==> config.mk <==
export PLATFORM = sky130hd
export DESIGN_NAME = comparator
export DESIGN_NICKNAME = d
export VERILOG_FILES = /design/src/rtl/comparator_pkg.sv /design/src/rtl/comparator_slice.sv /design/src/rtl/comparator.sv
export SDC_FILE = /design/constraint.sdc
export NUM_CORES = 1
export LEC_CHECK = 0
export ABC_CLOCK_PERIOD_IN_PS = 1520
export BUFFER_PORTS_ARGS = -buffer_cell sky130_fd_sc_hd__buf_2
export CAP_MARGIN = 20
export CELL_PAD_IN_SITES_DETAIL_PLACEMENT = 0
export CELL_PAD_IN_SITES_GLOBAL_PLACEMENT = 1
export CORE_AREA = 2 2 39 41
export CTS_CLUSTER_DIAMETER = 150
export DETAILED_ROUTE_END_ITERATION = 7
export DIE_AREA = 0 0 41 43
export HOLD_SLACK_MARGIN = 0.15
export PLACE_DENSITY_LB_ADDON = 0.15
export SYNTH_ARGS = -nofsm -noshare
export SYNTH_HDL_FRONTEND = slang
export SYNTH_SLANG_ARGS = --single-unit
==> constraint.sdc <==
create_clock -name clk -period 1.52 [get_ports clk]
set_input_delay 0.304 -clock clk [delete_from_list [all_inputs] [get_ports clk]]
set_output_delay 0.304 -clock clk [all_outputs]
set_load 0.01 [all_outputs]
==> src/rtl/comparator_pkg.sv <==
// Shared types and constants for the registered magnitude comparator.
// Result encoding is {gt, eq, lt}, one-hot when a compare is performed.
package comparator_pkg;

   localparam int SLICE_W = 4;

   typedef struct packed {
      logic gt;
      logic eq;
      logic lt;
   } cmp_result_t;

   localparam cmp_result_t CMP_NONE = 3'b000;
   localparam cmp_result_t CMP_GT   = 3'b100;
   localparam cmp_result_t CMP_EQ   = 3'b010;
   localparam cmp_result_t CMP_LT   = 3'b001;

endpackage

==> src/rtl/comparator_slice.sv <==
// Combinational 4-bit magnitude compare with 7485-style cascade inputs.
// A tie on this slice defers to the result of the less-significant slices.
module comparator_slice
   import comparator_pkg::*;
(
   input  logic [SLICE_W-1:0] a,
   input  logic [SLICE_W-1:0] b,
   input  logic               gt_in,
   input  logic               eq_in,
   input  logic               lt_in,
   output logic               gt_out,
   output logic               eq_out,
   output logic               lt_out
);

   always_comb begin
      gt_out = 1'b0;
      eq_out = 1'b0;
      lt_out = 1'b0;
      if (a > b) begin
         gt_out = 1'b1;
      end else if (a < b) begin
         lt_out = 1'b1;
      end else begin
         gt_out = gt_in;
         eq_out = eq_in;
         lt_out = lt_in;
      end
   end

endmodule

==> src/rtl/comparator.sv <==
// Registered greater/equal/less flags for two WIDTH-bit operands, unsigned
// or two's-complement per cycle; one cycle of latency, flags zero when idle.
module comparator
   import comparator_pkg::*;
#(
   parameter int WIDTH = 4
) (
   input  logic             clk,
   input  logic             rst,
   input  logic             en,
   input  logic             signed_cmp,
   input  logic [WIDTH-1:0] a,
   input  logic [WIDTH-1:0] b,
   output logic             greater,
   output logic             equal,
   output logic             less
);

   localparam int N_SLICE = WIDTH / SLICE_W;

   logic [N_SLICE:0] casc_gt;
   logic [N_SLICE:0] casc_eq;
   logic [N_SLICE:0] casc_lt;

   assign casc_gt[0] = CMP_EQ.gt;
   assign casc_eq[0] = CMP_EQ.eq;
   assign casc_lt[0] = CMP_EQ.lt;

   for (genvar i = 0; i < N_SLICE; i++) begin : g_slice
      comparator_slice u_slice (
         .a      (a[i*SLICE_W +: SLICE_W]),
         .b      (b[i*SLICE_W +: SLICE_W]),
         .gt_in  (casc_gt[i]),
         .eq_in  (casc_eq[i]),
         .lt_in  (casc_lt[i]),
         .gt_out (casc_gt[i+1]),
         .eq_out (casc_eq[i+1]),
         .lt_out (casc_lt[i+1])
      );
   end

   cmp_result_t cmp_res;
   cmp_result_t res_q;

   // With differing sign bits the non-negative operand wins; otherwise the
   // unsigned chain result already holds for two's complement.
   always_comb begin
      cmp_res = '{gt: casc_gt[N_SLICE], eq: casc_eq[N_SLICE], lt: casc_lt[N_SLICE]};
      if (signed_cmp && (a[WIDTH-1] != b[WIDTH-1])) begin
         cmp_res = a[WIDTH-1] ? CMP_LT : CMP_GT;
      end
   end

   always_ff @(posedge clk) begin
      if (rst) begin
         res_q <= CMP_NONE;
      end else if (!en) begin
         res_q <= CMP_NONE;
      end else begin
         res_q <= cmp_res;
      end
   end

   assign greater = res_q.gt;
   assign equal   = res_q.eq;
   assign less    = res_q.lt;

endmodule

Yosys cells after proc, flatten, opt, wreduce, memory -nomap -nowiden

Index checks and enable logic that the tools add are counted.

Bits in registers: 3
Bits of input ports: 12
Output and inout port bits: 3

Order comparisons: 2
Equal/unequal tests: 1
Muxes and demuxes: 7
Bitwise operators: 1
Reductions and logical operators: 2

Operators by type and width:

| operator                      | count |
|---|---|
| 2-to-1 mux 3 bit              | 2 |
| 2-to-1 mux 1 bit              | 5 |
| greater-than comparator 4 bit | 1 |
| less-than comparator 4 bit    | 1 |
| OR reduction 2 bit            | 1 |
| logical AND 1 bit             | 1 |
| != test 1 bit                 | 1 |
| inverter 1 bit                | 1 |

Depth between registers and ports, before layout

Gate-level depths: netlist (run 1).

Word-level depth: 4
Mapped depth: 6

Modules after synthesis

A second synthesis (run 1) with hierarchy kept.

Cell total of the unflattened synthesis: 36
Area, all modules: 279.0 µm²

Modules (own cells, without submodules):

| module           | times used | cells an instance | area each (µm²) | sequential area each (µm²) |
|---|---|---|---|---|
| comparator       | 1          | 19                | 141.4           | 60.1 |
| comparator_slice | 1          | 17                | 137.6           | 0.0 |

Worst setup path before layout (run 1)

Ideal clock, no wire load.

Path type: input port to flip-flop
Start point: input b[3]
End point: register res_q, in the netlist greater
Arrival: 1.045 ns
Required time: 1.403 ns
Path slack: 0.358 ns
Stages: 5
Cells stage by stage: inv_1 ha_1 o21ai_1 nor2_1 o2bb2ai_1

Cells in the longest elaborated chain, start to end: 3

RTL lines:

| what                                                                  | RTL line                                 | text |
|---|---|---|
| from (decl)                                                           | comparator.sv:13                         | `input logic [WIDTH-1:0] b,` |
| greater-than comparator 4 bit / != test 1 bit (equally long branches) | comparator_slice.sv:20, comparator.sv:49 |  |
| 2-to-1 mux 1 bit / logical AND 1 bit (equally long branches)          | comparator_slice.sv:20, comparator.sv:49 |  |
| 2-to-1 mux 3 bit (*)                                                  | comparator.sv:49                         | `if (signed_cmp && (a[WIDTH-1] != b[WIDTH-1])) begin` |
| to (signal assigned)                                                  | comparator.sv:60                         | `res_q <= cmp_res;` |
| to (decl)                                                             | comparator.sv:43                         | `cmp_result_t res_q;` |

Every way passes the cells marked *; elsewhere a longest branch is shown, timed or not.
A chain may end at the register's enable or synchronous reset.

Final worst setup path (run 1)

Start point: input a[3]
End point: register res_q, in the netlist greater

Cells in the longest elaborated chain, start to end: 3

RTL lines:

| what                                                                  | RTL line                                 | text |
|---|---|---|
| from (decl)                                                           | comparator.sv:12                         | `input logic [WIDTH-1:0] a,` |
| greater-than comparator 4 bit / != test 1 bit (equally long branches) | comparator_slice.sv:20, comparator.sv:49 |  |
| 2-to-1 mux 1 bit / logical AND 1 bit (equally long branches)          | comparator_slice.sv:20, comparator.sv:49 |  |
| 2-to-1 mux 3 bit (*)                                                  | comparator.sv:49                         |  |

Marks and branches as above.

==> summary.json, run 1 <==
{
  "antenna_violating_nets_post_route": {"value": 0},
  "mostFrequentLayoutCell": {"value": "sky130_fd_sc_hd__buf_2"},
  "cts.root.buffer_cell": {"value": "sky130_fd_sc_hd__clkbuf_4"},
  "required": {"value": 1.64, "unit": "ns"},
  "post-route-drc-count": {"value": 0},
  "cts_hold_repair.buffers": {"value": 0},
  "syn2layout_area_growth": {"value": 53.14, "unit": "%"},
  "irDropWorstVdd": {"value": 0.0002101, "unit": "V"},
  "post-route-period-util": {"value": 0.7391},
  "floorplan.die_area": {"value": 0.001763, "unit": "sq mm"},
  "fin_setup_tns": {"value": 0, "unit": "ns"},
  "syn-mean-instance-area": {"value": 8.110, "unit": "sq um"},
  "dpl.cell_count": {"value": 57},
  "power.density": {"value": 845.8, "unit": "mW/mm^2"},
  "cp_num_buf_inv": {"value": 1},
  "via_per_inst": {"value": 3.656},
  "cts_tree": {"value": "yes"},
  "grt_util_overall": {"value": 0.06800},
  "die_w": {"value": 41, "unit": "um"},
  "fp.coreArea": {"value": 0.001384, "unit": "sq mm"},
  "hold_viol_final": {"value": 0},
  "post_layout_net_count": {"value": 62},
  "drive_above_1_share": {"value": 0.4444},
  "worstSetupStartpointType": {"value": "primary input"},
  "dp.final_hpwl": {"value": 399.9, "unit": "um"},
  "setup_slack": {"value": 0.3965, "unit": "ns"},
  "slew_violations": {"value": 0},
  "max_cap_viol_count": {"value": 0},
  "setup_viol_count_final": {"value": 0},
  "yosysWarningCount": {"value": 0},
  "run_status": {"value": "finished, final reports clean"},
  "floorplan.die.height": {"value": 43, "unit": "um"},
  "synth_fp_nets": {"value": 43},
  "totalWireLength": {"value": 464, "unit": "um"},
  "worst_slew_margin_rel": {"value": 0.8189},
  "grt_pass1_wl": {"value": 752, "unit": "um"},
  "synth_top_cell_by_area": {"value": "sky130_fd_sc_hd__dfxtp_1"},
  "synth_seq_area_share": {"value": 0.2743},
  "data_arrival_critical_path": {"value": 1.24, "unit": "ns"},
  "proportion_of_netlist_area_held_by_the_largest_area_contributor": {"value": 0.2743},
  "max_frequency": {"value": 0.8901, "unit": "GHz"},
  "buffer_ports.inserted": {"value": 14},
  "tritoncts_num_sinks": {"value": 3},
  "worst_setup_path_type": {"value": "primary input to flop"},
  "critical_path.max_fanout": {"value": 4},
  "first_global_vias": {"value": 187},
  "cp-end-kind": {"value": "flop"},
  "p_leak": {"value": 0.1836, "unit": "nW"},
  "most-common-layout-cells": {"value": "14 x sky130_fd_sc_hd__buf_2, 6 x sky130_fd_sc_hd__inv_1, 4 x sky130_fd_sc_hd__ha_1"},
  "via_count": {"value": 223},
  "worst_path_max_delay_cell": {"value": "sky130_fd_sc_hd__ha_1"},
  "number_of_register_bits_inferred_by_synthesis": {"value": 3},
  "timing.critical_path.cells": {"value": "buf_2, ha_1, o21ai_1, nor2_1, o2bb2ai_1"},
  "drt-pass1-iter-count": {"value": 4},
  "ioPinCount": {"value": 15},
  "detailedRoute.firstIterationViolations": {"value": 3},
  "detailedPlace.worstSlack": {"value": 0.1618, "unit": "ns"},
  "floorplan.rows": {"value": 14},
  "worst_hold_start": {"value": "a[3]"},
  "final_core_utilization": {"value": 0.2423},
  "place.gp.congestion": {"value": 0.6160},
  "grt_start_max_net_pins": {"value": 5},
  "timing.hold.worst_endpoint": {"value": "greater$_SDFF_PP0_"},
  "grt_setup_unrepaired": {"value": "no"},
  "period_needed": {"value": 1.123, "unit": "ns"},
  "syn_area": {"value": 219.0, "unit": "sq um"},
  "initial_antenna_violation_count": {"value": 0},
  "hold_path_class": {"value": "primary input to flop"},
  "timing.critical_path.slowest_cell_delay": {"value": 0.34, "unit": "ns"},
  "syn_inst": {"value": 27},
  "initial_core_util": {"value": 0.1582},
  "n_antenna_cell": {"value": 0},
  "htree_num_levels": {"value": 1},
  "synth.area.top_cells": {"value": "sky130_fd_sc_hd__dfxtp_1 27%, sky130_fd_sc_hd__ha_1 23%, sky130_fd_sc_hd__inv_1 10%"},
  "overflow": {"value": 0},
  "ctsLongestPathBuffers": {"value": 2},
  "timing.hold.worst_path_depth": {"value": 2},
  "cts_repair_resize_count": {"value": 0},
  "cp_top_family": {"value": "compound AO/OA/AOI/OAI gates"},
  "cts_post_setup_buffers_inserted": {"value": 0},
  "actual_slew_at_the_worst_max_slew_pin": {"value": 0.2698, "unit": "ns"},
  "cts-buffers-inserted": {"value": 3},
  "critical_path_cell_count": {"value": 5},
  "worst_setup_hold_path_clk_slew": {"value": 0.04, "unit": "ns"},
  "wire_per_inst": {"value": 7.607, "unit": "um"},
  "final_cells": {"value": 61},
  "netlist-cell-type-count": {"value": 14}
}
metal layers:
metal,GRT usage,vias to the layer above,routed length (um)
li1,-,126,-
met1,0.06984,88,182
met4,0.06000,0,0
met5,0,-,0
met2,0.08750,9,224
met3,0.04712,0,57
per-stage QoR:
step	cell area, sq um	total power [W]	hold slack, ns
2_1_floorplan	219.0	0.0001228	0.4026
3_3_place_gp	309.0	0.0001468	0.5418
3_5_place_dp	309.0	0.0001473	0.5462
4_1_cts	335.3	0.0002944	0.2948
5_1_grt	335.3	0.0003138	0.2997
6_report	335.3	0.0002836	0.3013
how the worst max path moves through the flow:
stage | from | endpoint
after floorplan | b[3] | greater$_SDFF_PP0_
after global placement | a[3] | greater$_SDFF_PP0_
after detailed placement | a[3] | greater$_SDFF_PP0_
after CTS | a[3] | greater$_SDFF_PP0_
after global routing | a[3] | greater$_SDFF_PP0_
final | a[3] | greater$_SDFF_PP0_
state kept, by name, indices dropped and copies added (netlist names):
name	flops
less	1
equal	1
greater	1
Yosys cell counts (all sizes together):
| cell type | instances |
|---|---|
| dfxtp | 3 |
| nor2 | 2 |
| inv | 7 |
| ha | 4 |
| o2bb2ai | 1 |
| nor2b | 1 |
| o21ai | 2 |
| nand3b | 1 |
| nand2 | 2 |
| o22ai | 1 |
| a2111oi | 1 |
| a21oi | 2 |
cell families after synthesis:
group                    share of synthesized area
AND/OR/NAND/NOR                             0.1315
flip-flops                                  0.2743
adder cells (fa/ha/maj)                     0.2286
buffers and inverters                       0.1200
AO/OA/AOI/OAI                               0.2457
final cells by class:
| class | instances | area (sq um) |
|---|---|---|
| Inverter | 7 | 26.28 |
| Multi-Input combinational cell | 17 | 132.6 |
| Sequential cell | 3 | 60.06 |
| Tap cell | 16 | 20.02 |
| Clock buffer | 4 | 26.28 |
| Fill cell | 165 | 1049 |
| Timing Repair Buffer | 14 | 70.07 |
report_power, final:
part / switching [W] / total, W / internal, W
registers: 0.000000641 / 0.0000839 / 0.0000832
clock network: 0.0000401 / 0.000138 / 0.0000983
logic: 0.0000323 / 0.0000614 / 0.0000291
No activity file was read; power rests on OpenSTA's default activity.
==> run 2: changes to the inputs <==
Settings changed: ABC_CLOCK_PERIOD_IN_PS 1520 to 900.
Clock period 1.52 ns to 0.9 ns, I/O delays scaled along.
==> run 2 against run 1 <==
Net effect:
- global-route usage shrank 0.29 points
- core utilization increased by 8.5 points
- die area stayed put
- sequential power increased by 69%
- via count up 9.9%
- cell count up 1.6%
- critical path type unchanged
- highest routed layer unchanged
==> summary.json, run 2 (synthesized netlist as in run 1, its figures left out) <==
{
  "run_status": {"value": "finished, final reports clean"},
  "final_core_utilization": {"value": 0.3273, "change": "+0.08499"},
  "die_w": {"value": 41, "unit": "um", "change": "unchanged"},
  "overflow": {"value": 0, "change": "unchanged"},
  "required": {"value": 1.03, "unit": "ns", "change": "-0.61 ns"},
  "hold_path_class": {"value": "primary input to flop"},
  "slew_violations": {"value": 0, "change": "unchanged"},
  "dpl.cell_count": {"value": 58, "change": "+1.8%"},
  "htree_num_levels": {"value": 1, "change": "unchanged"},
  "m1WireLength": {"value": 195, "unit": "um", "change": "+7.1%"},
  "worstSetupStartpointType": {"value": "primary input"},
  "setup_slack": {"value": 0.04000, "unit": "ns", "change": "-0.3565 ns"},
  "detailedPlace.worstSlack": {"value": -0.2727, "unit": "ns", "change": "-0.4345 ns"},
  "mostFrequentLayoutCell": {"value": "sky130_fd_sc_hd__buf_2"},
  "setup_viol_count_final": {"value": 0, "change": "unchanged"},
  "worst_setup_hold_path_clk_slew": {"value": 0.04, "unit": "ns", "change": "about the same"},
  "max_cap_viol_count": {"value": 0, "change": "unchanged"},
  "topRoutingLayerUsed": {"value": "met3"},
  "tritoncts_num_sinks": {"value": 3, "change": "unchanged"},
  "floorplan.die_area": {"value": 0.001763, "unit": "sq mm", "change": "unchanged"},
  "antenna_violating_nets_post_route": {"value": 0, "change": "unchanged"},
  "actual_slew_at_the_worst_max_slew_pin": {"value": 0.2602, "unit": "ns", "change": "-0.009657 ns"},
  "cts-buffers-inserted": {"value": 3, "change": "unchanged"},
  "cts_post_setup_buffers_inserted": {"value": 0, "change": "unchanged"},
  "most-common-layout-cells": {"value": "11 x sky130_fd_sc_hd__buf_2, 4 x sky130_fd_sc_hd__inv_1, 3 x sky130_fd_sc_hd__clkbuf_4, 3 x sky130_fd_sc_hd__dfxtp_1"},
  "post-route-drc-count": {"value": 0, "change": "unchanged"},
  "critical_path.max_fanout": {"value": 4, "change": "unchanged"},
  "max_frequency": {"value": 1.163, "unit": "GHz"},
  "data_arrival_critical_path": {"value": 0.99, "unit": "ns", "change": "-0.25 ns"},
  "hold_viol_final": {"value": 0, "change": "unchanged"},
  "cp-end-kind": {"value": "flop"},
  "initial_core_util": {"value": 0.1582, "change": "unchanged"},
  "floorplan.rows": {"value": 14, "change": "unchanged"},
  "dp.final_hpwl": {"value": 422.5, "unit": "um", "change": "+5.7%"},
  "buffer_ports.inserted": {"value": 14, "change": "unchanged"},
  "drt-pass1-iter-count": {"value": 1, "change": "-3"},
  "grt_util_overall": {"value": 0.06513, "change": "-0.002870"},
  "met2_length": {"value": 287, "unit": "um", "change": "+28%"},
  "via_count": {"value": 245, "change": "+9.9%"},
  "irDropWorstVdd": {"value": 0.0002562, "unit": "V", "change": "+22%"},
  "place.gp.congestion": {"value": 0.6784, "change": "+10%"},
  "met3RoutedLength": {"value": 43, "unit": "um", "change": "-25%"},
  "p_leak": {"value": 0.2034, "unit": "nW", "change": "+11%"},
  "drive_above_1_share": {"value": 0.6522, "change": "+0.2077"},
  "grt_start_max_net_pins": {"value": 5, "change": "unchanged"},
  "worst_slew_margin_rel": {"value": 0.8262, "change": "+0.007288"},
  "n_antenna_cell": {"value": 0, "change": "unchanged"},
  "ioPinCount": {"value": 15, "change": "unchanged"},
  "detailedRoute.firstIterationViolations": {"value": 0, "change": "-3"},
  "cts_hold_repair.buffers": {"value": 0, "change": "unchanged"},
  "fin_hold_ws": {"value": 0.2398, "unit": "ns", "change": "-0.06155 ns"},
  "fp.coreArea": {"value": 0.001384, "unit": "sq mm", "change": "unchanged"},
  "ctsLongestPathBuffers": {"value": 2, "change": "unchanged"},
  "grt_pass1_wl": {"value": 759, "unit": "um", "change": "+0.93%"},
  "floorplan.die.height": {"value": 43, "unit": "um", "change": "unchanged"},
  "via_per_inst": {"value": 3.952, "change": "+8.1%"},
  "first_global_vias": {"value": 234, "change": "+25%"},
  "post_layout_net_count": {"value": 63, "change": "+1.6%"},
  "post-route-period-util": {"value": 0.9556},
  "initial_antenna_violation_count": {"value": 0, "change": "unchanged"},
  "cts_tree": {"value": "yes"},
  "period_needed": {"value": 0.8600, "unit": "ns"},
  "wire_per_inst": {"value": 8.484, "unit": "um", "change": "+12%"},
  "worst_setup_path_type": {"value": "primary input to flop"},
  "cts.root.buffer_cell": {"value": "sky130_fd_sc_hd__clkbuf_4"},
  "final_cells": {"value": 62, "change": "+1.6%"},
  "totalWireLength": {"value": 526, "unit": "um", "change": "+13%"},
  "syn2layout_area_growth": {"value": 106.9, "unit": "%"},
  "power.density": {"value": 1236, "unit": "mW/mm^2", "change": "+46%"}
}
[run 2: where the power goes]
part | leakage (nW) | internal (W) | switching (W)
registers | 0.0245 | 0.000141 | 0.00000147
clock network | 0.0150 | 0.000166 | 0.0000655
logic | 0.164 | 0.0000943 | 0.0000922
total | 0.203 | 0.000401 | 0.000159
[run 2: final timing paths]
kind | startpoint | to | slack [ns] | cells after the start
setup / recovery | b[3] | equal$_SDFF_PP0_ | 0.04 | 5
hold / removal | a[3] | greater$_SDFF_PP0_ | 0.24 | 3
[run 2: layout make-up]
| cell class | instances | area, sq um |
|---|---|---|
| multi-input cells | 17 | 209.0 |
| flip-flops and latches | 3 | 60.06 |
| clock buffers | 4 | 26.28 |
| repair buffers | 15 | 96.34 |
| inverters | 7 | 41.29 |
| fillers | 157 | 930.9 |
| well taps | 16 | 20.02 |
[run 2: metrics by stage]
| step | setup TNS, ns | power [W] | cell area, sq um |
|---|---|---|---|
| 5_1_grt | -0.001644 | 0.0005996 | 452.9 |
| 3_5_place_dp | -0.7333 | 0.0002857 | 366.6 |
| 2_1_floorplan | -0.02137 | 0.0002323 | 269.0 |
| 3_3_place_gp | -0.7331 | 0.0002828 | 366.6 |
| 6_report | 0 | 0.0005600 | 452.9 |
| 4_1_cts | 0 | 0.0005272 | 395.4 |
[run 2: per-layer routing]
metal	vias to the layer above	GRT usage
li1	128	-
met1	107	0.07029
met2	10	0.09688
met3	0	0
met4	0	0.08000
met5	-	0
[run 2: worst max-delay path: stages]
cell                        delay, ns
sky130_fd_sc_hd__buf_6           0.07
sky130_fd_sc_hd__inv_4           0.03
sky130_fd_sc_hd__ha_4            0.30
sky130_fd_sc_hd__a21oi_4         0.08
sky130_fd_sc_hd__a2111oi_4       0.33
[run 2: timing repair]
item / CTS / global route
gates resized for setup: 1 / 10
pin swaps: 0 / 6
setup endpoints to repair: 2 / 3
